### config.mk
export PLATFORM = sky130hd
export DESIGN_NAME = isa_camac_cycle_controller
export DESIGN_NICKNAME = d
export VERILOG_FILES = /design/src/rtl/isa_camac_pkg.sv /design/src/rtl/isa_camac_cycle_controller_isa_strobe_sync.sv /design/src/rtl/isa_camac_cycle_controller.sv
export SDC_FILE = /design/constraint.sdc
export NUM_CORES = 1
export LEC_CHECK = 0
export ABC_AREA = 1
export CORE_MARGIN = 2
export CORE_UTILIZATION = 25
export CTS_CLUSTER_DIAMETER = 120
export DETAILED_ROUTE_END_ITERATION = 16
export GPL_TIMING_DRIVEN = 0
export PLACE_DENSITY_LB_ADDON = 0.05
export SLEW_MARGIN = 20
export SYNTH_ARGS = -nofsm -noshare
export SYNTH_HDL_FRONTEND = slang
export SYNTH_SLANG_ARGS = --single-unit
### constraint.sdc
create_clock -name clk -period 1.9 [get_ports clk]
set_clock_uncertainty 0.1 [all_clocks]
set_input_delay 0.38 -clock clk [delete_from_list [all_inputs] [get_ports clk]]
set_output_delay 0.38 -clock clk [all_outputs]
set_load 0.1 [all_outputs]
### src/rtl/isa_camac_pkg.sv
// Shared constants for the ISA-to-CAMAC cycle controller: register map,
// STATUS bit layout, FSM encoding and bus widths.
package isa_camac_pkg;

  localparam int unsigned REG_W  = 2;
  localparam int unsigned ISA_W  = 8;
  localparam int unsigned DATA_W = 16;
  localparam int unsigned F_W    = 5;
  localparam int unsigned A_W    = 4;
  localparam int unsigned CNT_W  = 8;

  localparam logic [REG_W-1:0] REG_DATA_LO     = 2'd0;
  localparam logic [REG_W-1:0] REG_DATA_HI     = 2'd1;
  localparam logic [REG_W-1:0] REG_CMD         = 2'd2;
  localparam logic [REG_W-1:0] REG_ADDR_STATUS = 2'd3;

  localparam int unsigned STAT_BUSY    = 7;
  localparam int unsigned STAT_Q       = 6;
  localparam int unsigned STAT_X       = 5;
  localparam int unsigned STAT_DONE    = 4;
  localparam int unsigned STAT_OVERRUN = 3;

  // Functions 0..F_READ_MAX move dataway read lines into the data register.
  localparam logic [F_W-1:0] F_READ_MAX = 5'd7;

  typedef enum logic [2:0] {
    S_IDLE  = 3'd0,
    S_SETUP = 3'd1,
    S_S1    = 3'd2,
    S_GAP   = 3'd3,
    S_S2    = 3'd4,
    S_DONE  = 3'd5
  } cyc_state_e;

endpackage

### src/rtl/isa_camac_cycle_controller_isa_strobe_sync.sv
// Brings one asynchronous active-low ISA strobe into the clock domain and
// flags its falling edge.
module isa_strobe_sync (
  input  logic clk,
  input  logic rst,
  input  logic strobe_n,
  output logic fall_c,
  output logic level
);

  logic meta;
  logic sync;
  logic prev;

  // Strobes idle high, so the chain resets high to avoid a false edge.
  always_ff @(posedge clk) begin
    if (rst) begin
      meta <= 1'b1;
      sync <= 1'b1;
      prev <= 1'b1;
    end else begin
      meta <= strobe_n;
      sync <= meta;
      prev <= sync;
    end
  end

  assign fall_c = prev & ~sync;
  assign level  = sync;

endmodule

### src/rtl/isa_camac_cycle_controller.sv
// ISA-visible register block that runs one timed CAMAC dataway cycle
// (B, S1, S2) per write to the CMD register.
module isa_camac_cycle_controller
  import isa_camac_pkg::*;
#(
  parameter int unsigned SETUP_CYCLES = 4,
  parameter int unsigned S1_CYCLES    = 8,
  parameter int unsigned GAP_CYCLES   = 4,
  parameter int unsigned S2_CYCLES    = 8
) (
  input  logic              clk,
  input  logic              rst,
  input  logic              sel,
  input  logic [REG_W-1:0]  internal_address,
  input  logic              ior,
  input  logic              iow,
  input  logic [ISA_W-1:0]  isa_data_in,
  output logic [ISA_W-1:0]  isa_data_out,
  output logic              isa_data_oe,
  output logic [F_W-1:0]    camac_f,
  output logic [A_W-1:0]    camac_a,
  output logic [DATA_W-1:0] camac_wdata,
  input  logic [DATA_W-1:0] camac_rdata,
  input  logic              camac_q,
  input  logic              camac_x,
  output logic              camac_b,
  output logic              camac_s1,
  output logic              camac_s2,
  output logic              interrupt_req
);

  cyc_state_e         state, state_next;
  logic [CNT_W-1:0]   cnt, cnt_next;
  logic               last_c, busy_c, b_c, s1_c, s2_c;
  logic               ior_fall_c, ior_level, iow_fall_c, iow_level_unused;
  logic               rd_acc_c, wr_acc_c, launch_c;
  logic [DATA_W-1:0]  data_q;
  logic [F_W-1:0]     f_q;
  logic [A_W-1:0]     a_q;
  logic               q_q, x_q, done_q, overrun_q;
  logic [ISA_W-1:0]   status_c, rd_mux_c;

  isa_strobe_sync u_ior_sync (
    .clk      (clk),
    .rst      (rst),
    .strobe_n (ior),
    .fall_c   (ior_fall_c),
    .level    (ior_level)
  );

  isa_strobe_sync u_iow_sync (
    .clk      (clk),
    .rst      (rst),
    .strobe_n (iow),
    .fall_c   (iow_fall_c),
    .level    (iow_level_unused)
  );

  assign rd_acc_c = ior_fall_c & sel;
  assign wr_acc_c = iow_fall_c & sel;
  assign busy_c   = (state != S_IDLE);
  assign launch_c = wr_acc_c & ~busy_c & (internal_address == REG_CMD);
  assign last_c   = (cnt == CNT_W'(1));

  function automatic logic [CNT_W-1:0] phase_len(input cyc_state_e s);
    case (s)
      S_SETUP: phase_len = CNT_W'(SETUP_CYCLES);
      S_S1:    phase_len = CNT_W'(S1_CYCLES);
      S_GAP:   phase_len = CNT_W'(GAP_CYCLES);
      S_S2:    phase_len = CNT_W'(S2_CYCLES);
      default: phase_len = CNT_W'(1);
    endcase
  endfunction

  always_ff @(posedge clk) begin
    if (rst) begin
      state <= S_IDLE;
      cnt   <= '0;
    end else begin
      state <= state_next;
      cnt   <= cnt_next;
    end
  end

  // Next state; the phase counter reloads on every state change.
  always_comb begin
    state_next = state;
    cnt_next   = cnt;
    case (state)
      S_IDLE:  if (launch_c) state_next = S_SETUP;
      S_SETUP: begin cnt_next = cnt - CNT_W'(1); if (last_c) state_next = S_S1;  end
      S_S1:    begin cnt_next = cnt - CNT_W'(1); if (last_c) state_next = S_GAP; end
      S_GAP:   begin cnt_next = cnt - CNT_W'(1); if (last_c) state_next = S_S2;  end
      S_S2:    begin cnt_next = cnt - CNT_W'(1); if (last_c) state_next = S_DONE; end
      S_DONE:  state_next = S_IDLE;
      default: state_next = S_IDLE;
    endcase
    if (state_next != state) cnt_next = phase_len(state_next);
    b_c  = busy_c;
    s1_c = (state == S_S1);
    s2_c = (state == S_S2);
  end

  always_ff @(posedge clk) begin
    if (rst) begin
      camac_b  <= 1'b0;
      camac_s1 <= 1'b0;
      camac_s2 <= 1'b0;
    end else begin
      camac_b  <= b_c;
      camac_s1 <= s1_c;
      camac_s2 <= s2_c;
    end
  end

  // Register file and status; sets are ordered after the STATUS-read clear.
  always_ff @(posedge clk) begin
    if (rst) begin
      data_q        <= '0;
      f_q           <= '0;
      a_q           <= '0;
      q_q           <= 1'b0;
      x_q           <= 1'b0;
      done_q        <= 1'b0;
      overrun_q     <= 1'b0;
      interrupt_req <= 1'b0;
    end else begin
      if (rd_acc_c && internal_address == REG_ADDR_STATUS) begin
        done_q        <= 1'b0;
        overrun_q     <= 1'b0;
        interrupt_req <= 1'b0;
      end
      if (wr_acc_c) begin
        if (busy_c) begin
          overrun_q <= 1'b1;
        end else begin
          case (internal_address)
            REG_DATA_LO:     data_q[7:0]  <= isa_data_in;
            REG_DATA_HI:     data_q[15:8] <= isa_data_in;
            REG_CMD:         f_q          <= isa_data_in[F_W-1:0];
            REG_ADDR_STATUS: a_q          <= isa_data_in[A_W-1:0];
          endcase
        end
      end
      if (state == S_S1 && last_c) begin
        q_q <= camac_q;
        x_q <= camac_x;
        if (f_q <= F_READ_MAX) data_q <= camac_rdata;
      end
      if (state == S_DONE) begin
        done_q        <= 1'b1;
        interrupt_req <= 1'b1;
      end
    end
  end

  always_comb begin
    status_c               = '0;
    status_c[STAT_BUSY]    = busy_c;
    status_c[STAT_Q]       = q_q;
    status_c[STAT_X]       = x_q;
    status_c[STAT_DONE]    = done_q;
    status_c[STAT_OVERRUN] = overrun_q;
    rd_mux_c               = '0;
    case (internal_address)
      REG_DATA_LO:     rd_mux_c = data_q[7:0];
      REG_DATA_HI:     rd_mux_c = data_q[15:8];
      REG_CMD:         rd_mux_c = {3'b000, f_q};
      REG_ADDR_STATUS: rd_mux_c = status_c;
    endcase
  end

  // Read data is frozen at acceptance; drive ends once ior is seen high again.
  always_ff @(posedge clk) begin
    if (rst) begin
      isa_data_out <= '0;
      isa_data_oe  <= 1'b0;
    end else if (rd_acc_c) begin
      isa_data_out <= rd_mux_c;
      isa_data_oe  <= 1'b1;
    end else if (ior_level) begin
      isa_data_oe  <= 1'b0;
    end
  end

  assign camac_f     = f_q;
  assign camac_a     = a_q;
  assign camac_wdata = data_q;

endmodule

; Yosys cells after proc, flatten, opt, wreduce, memory -nomap -nowiden
; Cells that the tools add are included.
[totals]
in_bits = 33
elab_cells = 81
reg_bits = 58
output_inout_bits = 38
[op_classes]
magnitude_cmp = 1
n_mux = 23
n_eq_ne = 14
addsub = 1
bitwise = 9
n_reduce_logical = 13
[ops]
columns = op, count
row1 = $mux 16, 4
row2 = $mux 8, 4
row3 = $pmux 8 s4, 1
row4 = $mux 3, 5
row5 = $pmux 3 s5, 1
row6 = $eq 3x2->1 const B, 4
row7 = $eq 3x3->1 const B, 3
row8 = $eq 8x1->1 const B, 1
row9 = $pmux 4 s2, 1
row10 = $sub 8x1->8 const B, 1
row11 = $mux 1, 7
row12 = $and 1x1->1, 6
row13 = $eq 3x1->1 const B, 2
row14 = $reduce_and 3->1, 2
row15 = $reduce_bool 2->1, 3
row16 = $le 5x3->1 const B, 1
row17 = $eq 2x2->1 const B, 2
row18 = $reduce_or 2->1, 2
row19 = $reduce_or 4->1, 1
row20 = $logic_not 3->1, 1
row21 = $ne 3x3->1, 1
row22 = $not 1->1, 3
row23 = $reduce_bool 3->1, 1
row24 = $eq 2x1->1 const B, 1
row25 = other kinds (2), 3

; Depth between registers and ports, before layout
; Gate-level depths: netlist of the first run.
[depth]
ltp_word = 11
ltp_mapped = 14
mapped_depth_nobuf = 14

; By module
; Synthesis of the first run repeated with hierarchy kept, for this count alone.
[hier_totals]
cells_unflattened = 376
hier_area_um2 = 2677.6
[by_module_without_submodules]
columns = mod, n_inst, seq_area_each_um2, cells_each, area_each_um2
row1 = isa_camac_cycle_controller, 1, 1041.0, 352, 2489.9
row2 = isa_strobe_sync, 2, 60.1, 12, 93.8

; Worst setup path after synthesis of the first run
; No wires, ideal clock.
[synth_timing]
kind = register to register
from = register f_q[4] (netlist: camac_f[4])
to = register isa_data_out[4]
setup_ns = 0.061
arrival_time_ns = 1.595
t_required_ns = 1.739
path_stages_with_launch = 7
synth_period_minus_slack_ns = 1.755
slack_ns = 0.145
n_path_buf = 0
cell_sequence = dfxtp_1 -> inv_1 -> o21ai_0 -> a221oi_1 -> nand2_1 -> o211ai_1 -> inv_1
[synth_via]
elab_chain_len = 1
[synth_lines]
columns = item, line
row1 = "start, declared", isa_camac_cycle_controller.sv:38  ; logic [F_W-1:0] f_q;
row2 = "start signal, assigned", isa_camac_cycle_controller.sv:140  ; REG_CMD: f_q <= isa_data_in[F_W-1:0];
row3 = $pmux 8 s4, isa_camac_cycle_controller.sv:165  ; case (internal_address)
row4 = "end signal, assigned", isa_camac_cycle_controller.sv:179  ; isa_data_out <= rd_mux_c;
row5 = "end, declared", isa_camac_cycle_controller.sv:18  ; output logic [ISA_W-1:0] isa_data_out,
; Every way passes these cells.
; A chain may end at the register's enable or synchronous reset.

; Final worst setup path of the first run
[layout_timing]
from = register f_q[3] (netlist: camac_f[3])
to = output port camac_f[3]
[layout_lines]
columns = item, line
row1 = "end, declared", isa_camac_cycle_controller.sv:20  ; output logic [F_W-1:0] camac_f,
; No word-level cell between the ends.

==> results of run 1 <==
==> how the worst max path moves through the flow <==
stage / start / endpoint / slack (ps) / cells after the start
2_1_floorplan: camac_f[4] / isa_data_out[4] / 140 / 6
3_3_place_gp: internal_address[1] / camac_wdata[6] / -780 / 8
3_5_place_dp: internal_address[1] / camac_wdata[4] / -740 / 7
4_1_cts: internal_address[1] / camac_wdata[5] / -130 / 7
5_1_grt: cnt[1] / camac_wdata[1] / -50 / 12
6_report: camac_f[3] / camac_f[3] / 60 / 1
==> worst register-to-register path: cells and delay by family (launching register included) <==
kind	cells	cell delay, ps
flip-flops	1	320
adder cells (fa/ha/maj)	1	120
AND/OR/NAND/NOR	4	560
buffers and inverters	6	570
AO/OA/AOI/OAI	1	50
==> cell type report <==
class                      instances  area share
inverter                          62      0.0580
sequential                        58       0.288
multi-input combinational        255       0.326
clock buffer                      14      0.0401
clock inverter                     2     0.00864
timing repair buffer              83       0.215
tap                              140      0.0432
buffer                            12      0.0204
==> through the flow <==
step / util / setup WS [ps] / hold WS, ps
after floorplan: - / 145 / 289
after global placement: 0.336 / -778 / 303
after detailed placement: 0.336 / -735 / 299
after CTS: 0.359 / -132 / 319
after global routing: 0.377 / -46.4 / 331
final: 0.377 / 55.3 / 316
==> registers in the layout, summed over array words and instances, names as in the netlist <==
| name | cells |
|---|---|
| u_iow_sync.meta | 1 |
| camac_wdata | 16 |
| camac_a | 4 |
| camac_s2 | 1 |
| u_iow_sync.prev | 1 |
| isa_data_oe | 1 |
| done_q | 1 |
| isa_data_out | 8 |
| camac_s1 | 1 |
| u_ior_sync.prev | 1 |
| q_q | 1 |
| u_ior_sync.level | 1 |
| camac_f | 5 |
| x_q | 1 |
| u_ior_sync.meta | 1 |
| overrun_q | 1 |
| camac_b | 1 |
| state | 3 |
| cnt | 8 |
| u_iow_sync.level | 1 |
==> cells by family (layout without fill, tap and decap cells) <==
kind of cell               Yosys count  after routing  share of synthesized area
AOI/OAI and AO/OA                   96             96                      0.191
xor gates and xnor gates             3              3                    0.00963
adders and majority gates            2              2                    0.00916
buffers and inverters               75            173                      0.112
DFF                                 58             58                      0.425
and+or+nand+nor                    154            154                      0.253
==> cell usage after synthesis (all sizes together) <==
master	instances
nand3	22
clkinv	1
xor2	3
buf	8
nand3b	1
o31ai	1
a221oi	3
nand2	90
o21ai	51
dfxtp	58
or2	4
a41oi	3
inv	61
nor3	4
o21bai	1
clkbuf	5
a31oi	1
a21oi	33
nor2	30
ha	2
o211ai	3
nand4	3
==> timing repair <==
item	4_1_cts	5_1_grt
resized for setup	117	36
setup endpoints to repair	55	32
endpoints found under the hold margin	0	0
buffers inserted	0	12
pin swaps	0	8
gates cloned	0	1
==> metal layers <==
layer	GRT usage	share of wire	routed length (microns)	vias up
met3	0.0512	0.042	386	9
li1	-	-	-	1439
met2	0.280	0.50	4570	63
met4	0.0467	0.012	109	0
met5	0	0	0	-
met1	0.196	0.45	4120	1283
==> where the power goes <==
| group | switching [uW] | internal (uW) | total (uW) |
|---|---|---|---|
| Clock | 530 | 678 | 1210 |
| Combinational | 190 | 113 | 303 |
| Sequential | 12.5 | 1230 | 1250 |
| Total | 732 | 2020 | 2760 |
==> impl_metrics.py, run 1 <==
metrics = {
    "worst_setup_path": {
        "worstReg2RegStart": "cnt[1]",
        "cp.required_ps": 1420,
        "r2r_slack_ps": 80,
        "max_stage_delay_ps": 590,
        "crit_arrival_ps": 1360,
        "cp_top_family": "buffers and inverters",
        "startpoint_type": "flop",
        "critical_path.max_fanout": 3,
        "worst-path-buf-inv": 1,
        "cp_cell_sequence": "clkdlybuf4s15_2",
        "worstSetupEndpointType": "primary output",
        "cp_slowest_cell": "clkdlybuf4s15_2",
        "r2r_cells": 12,
        "r2r-end": "camac_wdata[0]",
        "critPathKind": "flop to primary output",
    },
    "logic_synthesis": {
        "yosys_warnings": 0,
        "synth.area.top_cells": "dfxtp_1 43%, nand2_1 12%, inv_1 7.4%",
        "ys_types": 33,
        "yosys_register_bits": 58,
        "synthDominantAreaCellType": "dfxtp_1",
        "syn_avg_cell_area_sq_um": 7.04,
        "netlist.area_leader.share": 0.425,
        "syn_area_sq_um": 2730,
        "synthCells": 388,
        "synth_seq_area_share": 0.425,
        "syn-num-nets": 423,
    },
    "finish": {
        "register_area_sq_um": 1170,
        "final_area_sq_um": 4060,
        "fill_cells": 1177,
        "final_cells": 626,
        "mostFrequentLayoutCell": "nand2_1",
        "syn_to_final_growth_pct": 48.5,
        "nNetsFinal": 516,
        "drive_gt1_frac": 0.224,
        "num_antenna_cells": 0,
        "multi_input_area_sq_um": 1320,
        "mostFrequentLayoutCells": "83 x nand2_1, 53 x inv_1, 53 x dfxtp_1, 38 x clkdlybuf4s15_2, 33 x o21ai_0",
    },
    "placed_design": {
        "hpwlAfterDp_microns": 6570,
        "post-place-cells": 598,
        "portBuffers": 70,
        "postPlaceCellArea_sq_um": 3610,
        "gp_congestion": 0.803,
    },
    "cts": {
        "cts_htree_levels": 3,
        "cts.sinks": 58,
        "clk_pin_slew_worst_paths_ps": 70,
        "numCtsBuffers": 9,
        "cts.path.max_buffers": 2,
        "cts_hold_buf": 0,
        "clkLatencyLatePin_ps": 360,
        "cts_tree": "yes",
        "cts-root-buf": "clkbuf_8",
    },
    "global_routing": {
        "first_global_vias": 2689,
        "grt_pass1_wl_microns": 14300,
        "antenna_found_initial": 0,
        "grt_max_degree": 11,
        "grt-ovfl-total": 0,
        "track_usage": 0.163,
    },
    "drt": {
        "routed_via_density": 4.46,
        "drc": 0,
        "drtIter0Drc": 101,
        "ant_nets": 0,
        "drt_wl_total_microns": 9190,
        "routedWlPerCell_microns": 14.7,
        "dr_total_vias": 2794,
        "firstDrtPassIters": 5,
    },
    "min_path": {
        "hold_path_depth": 1,
        "min_from": "u_ior_sync.meta",
        "holdPathEnd": "u_ior_sync.level",
        "worstHoldPathType": "flop to flop",
    },
    "die": {
        "ioPinCount": 71,
        "core_sq_um": 10700,
        "row_count": 38,
        "die_area_sq_um": 11800,
        "start_util": 0.254,
        "die_h_microns": 109,
        "die_w_microns": 109,
    },
    "timing": {
        "hold_viol": 0,
        "slew_violations": 0,
        "timing.final.crit_share": 0.971,
        "rsz0062_at_grt": "true",
        "tns_ps": 0,
        "layout_min_cycle_time_ps": 1840,
        "clock.fmax_ghz": 0.542,
        "tightest_slew_ps": 560,
        "slew_headroom": 0.627,
        "setup_viol": 0,
    },
    "pwr": {
        "p_per_area_nw_per_um2": 680,
        "max-vdd-ir-drop_uv": 313,
        "p_leak_uw": 0.00179,
        "p_total_uw": 2760,
    },
    "flow_run": {
        "cap_violations": 0,
    },
    "outcome": {
        "outcome": "complete, no violations",
    },
}
(Power assumes the default switching activity.)
==> run 2, diff against run 1 <==
--- a/config.mk
+++ b/config.mk
@@ -6,8 +6,9 @@
 export NUM_CORES = 1
 export LEC_CHECK = 0
 export ABC_AREA = 1
+export CORE_ASPECT_RATIO = 0.75
 export CORE_MARGIN = 2
-export CORE_UTILIZATION = 25
+export CORE_UTILIZATION = 49
 export CTS_CLUSTER_DIAMETER = 120
 export DETAILED_ROUTE_END_ITERATION = 16
 export GPL_TIMING_DRIVEN = 0
==> run 2 against run 1 <==
Compared with the run above:
- first-iteration DRC count rose by 140%
- non-clock buffer count did not move
- setup slack got worse by 15 ps
- core utilization rose by 36 points
- sequential share of layout area rose by 0.58 points
- critical path type unchanged
- via count rose by 5.1%
- largest power group unchanged
- highest routed layer unchanged
- critical endpoint unchanged
==> impl_metrics.py, run 2 (synthesized netlist as in run 1, its figures left out) <==
metrics = {
    "drt": {
        "drc": 0,
        "ant_nets": 0,
        "drtIter0Drc": 241,
        "routed_via_density": 5.23,
        "routedWlPerCell_microns": 14.0,
        "drt_wl_total_microns": 7830,
        "firstDrtPassIters": 5,
        "dr_total_vias": 2936,
    },
    "worst_setup_path": {
        "worst-path-buf-inv": 1,
        "worstSetupEndpointType": "primary output",
        "max_stage_delay_ps": 590,
        "cp_cell_sequence": "clkdlybuf4s15_2",
        "cp.required_ps": 1420,
        "cp_top_family": "buffers and inverters",
        "critPathKind": "flop to primary output",
        "cp_slowest_cell": "clkdlybuf4s15_2",
        "critical_path.max_fanout": 3,
        "startpoint_type": "flop",
        "crit_arrival_ps": 1380,
    },
    "finish": {
        "fill_cells": 435,
        "mostFrequentLayoutCell": "nand2_1",
        "drive_gt1_frac": 0.226,
        "mostFrequentLayoutCells": "82 x nand2_1, 54 x dfxtp_1, 53 x inv_1, 38 x clkdlybuf4s15_2, 34 x o21ai_0",
        "largest_register_ffs": 16,
        "nNetsFinal": 516,
        "num_antenna_cells": 0,
        "final_area_sq_um": 3960,
        "syn_to_final_growth_pct": 45.1,
    },
    "cts": {
        "cts_tree": "yes",
        "cts_htree_levels": 3,
        "numCtsBuffers": 9,
        "cts.path.max_buffers": 2,
        "cts-root-buf": "clkbuf_8",
        "clk_pin_slew_worst_paths_ps": 70,
        "cts.sinks": 58,
        "clkLatencyLatePin_ps": 350,
    },
    "min_path": {
        "worstHoldPathType": "flop to flop",
    },
    "timing": {
        "timing.final.crit_share": 0.979,
        "whs_ps": 309,
        "hold_viol": 0,
        "slew_violations": 0,
        "tightest_slew_ps": 561,
        "setup_viol": 0,
        "slew_headroom": 0.628,
        "layout_min_cycle_time_ps": 1860,
        "clock.fmax_ghz": 0.538,
    },
    "die": {
        "die_area_sq_um": 6190,
        "ioPinCount": 71,
        "die_h_microns": 68.6,
        "core_sq_um": 5350,
        "start_util": 0.510,
        "row_count": 23,
        "die_w_microns": 90.2,
    },
    "placed_design": {
        "hpwlAfterDp_microns": 5400,
        "postPlaceCellArea_sq_um": 3520,
        "portBuffers": 70,
        "gp_congestion": 0.864,
    },
    "pwr": {
        "p_comb_frac": 0.111,
        "p_per_area_nw_per_um2": 687,
        "p_leak_uw": 0.00178,
        "p_seq_frac": 0.458,
        "p_int_uw": 1990,
        "swShare": 0.269,
        "power_switching_uw": 731,
        "power_frac_clock": 0.431,
        "p_total_uw": 2720,
        "max-vdd-ir-drop_uv": 467,
    },
    "flow_run": {
        "cap_violations": 0,
    },
    "outcome": {
        "outcome": "complete, no violations",
    },
    "global_routing": {
        "first_global_vias": 2711,
        "grt_max_degree": 12,
        "antenna_found_initial": 0,
        "track_usage": 0.262,
        "grt-ovfl-total": 0,
        "grt_pass1_wl_microns": 12600,
    },
}
## run 2: what timing repair did
action / 4_1_cts / 5_1_grt
pin swaps: 1 / 7
endpoints found under the setup margin: 54 / 25
resized for setup: 125 / 22
gates cloned: 2 / 0
setup buffers: 2 / 10
hold buffers: 0 / 0
## run 2: path summary, 6_finish.rpt
check / startpoint / endpoint / slack [ps] / cells after the start
max: camac_f[3] / camac_f[3] / 40 / 1
min: u_iow_sync.meta / u_iow_sync.level / 310 / 1
max reg2reg: cnt[0] / camac_wdata[11] / 80 / 11
min reg2reg: u_iow_sync.meta / u_iow_sync.level / 310 / 1
## run 2: metrics by stage
stage               cells  setup WS (ps)  setup TNS (ps)   util
floorplan             388            145               0      -
global placement      533           -527          -12730  0.658
detailed placement    533           -566          -13410  0.658
CTS                   553         -0.955          -0.955  0.716
global route          561          -11.9           -37.3  0.740
finish                561           40.0               0  0.740
## run 2: area by class of cell
type,count,area [sq um],area share
Multi-Input combinational cell,255,1330,0.335
Sequential cell,58,1170,0.294
Timing Repair Buffer,84,863,0.218
Inverter,62,235,0.0594
Clock buffer,10,138,0.0347
Tap cell,75,93.8,0.0237
Buffer,11,72.6,0.0183
Clock inverter,6,66.3,0.0167
## run 2: power by group through the flow
stage | Sequential (uW) | Combinational (uW) | Clock, uW
after floorplan | 1340 | 99.8 | 0
after detailed placement | 1270 | 286 | 0
after global placement | 1270 | 284 | 0
after CTS | 1250 | 289 | 1190
after global routing | 1250 | 326 | 1230
final | 1250 | 303 | 1170
## run 2: per-layer routing
layer	routed length, microns	share of wire	GRT usage	vias up
li1	-	-	-	1440
met1	3680	0.47	0.351	1349
met2	3420	0.44	0.414	138
met3	601	0.077	0.0620	9
met4	121	0.015	0.113	0
met5	0	0	0	-
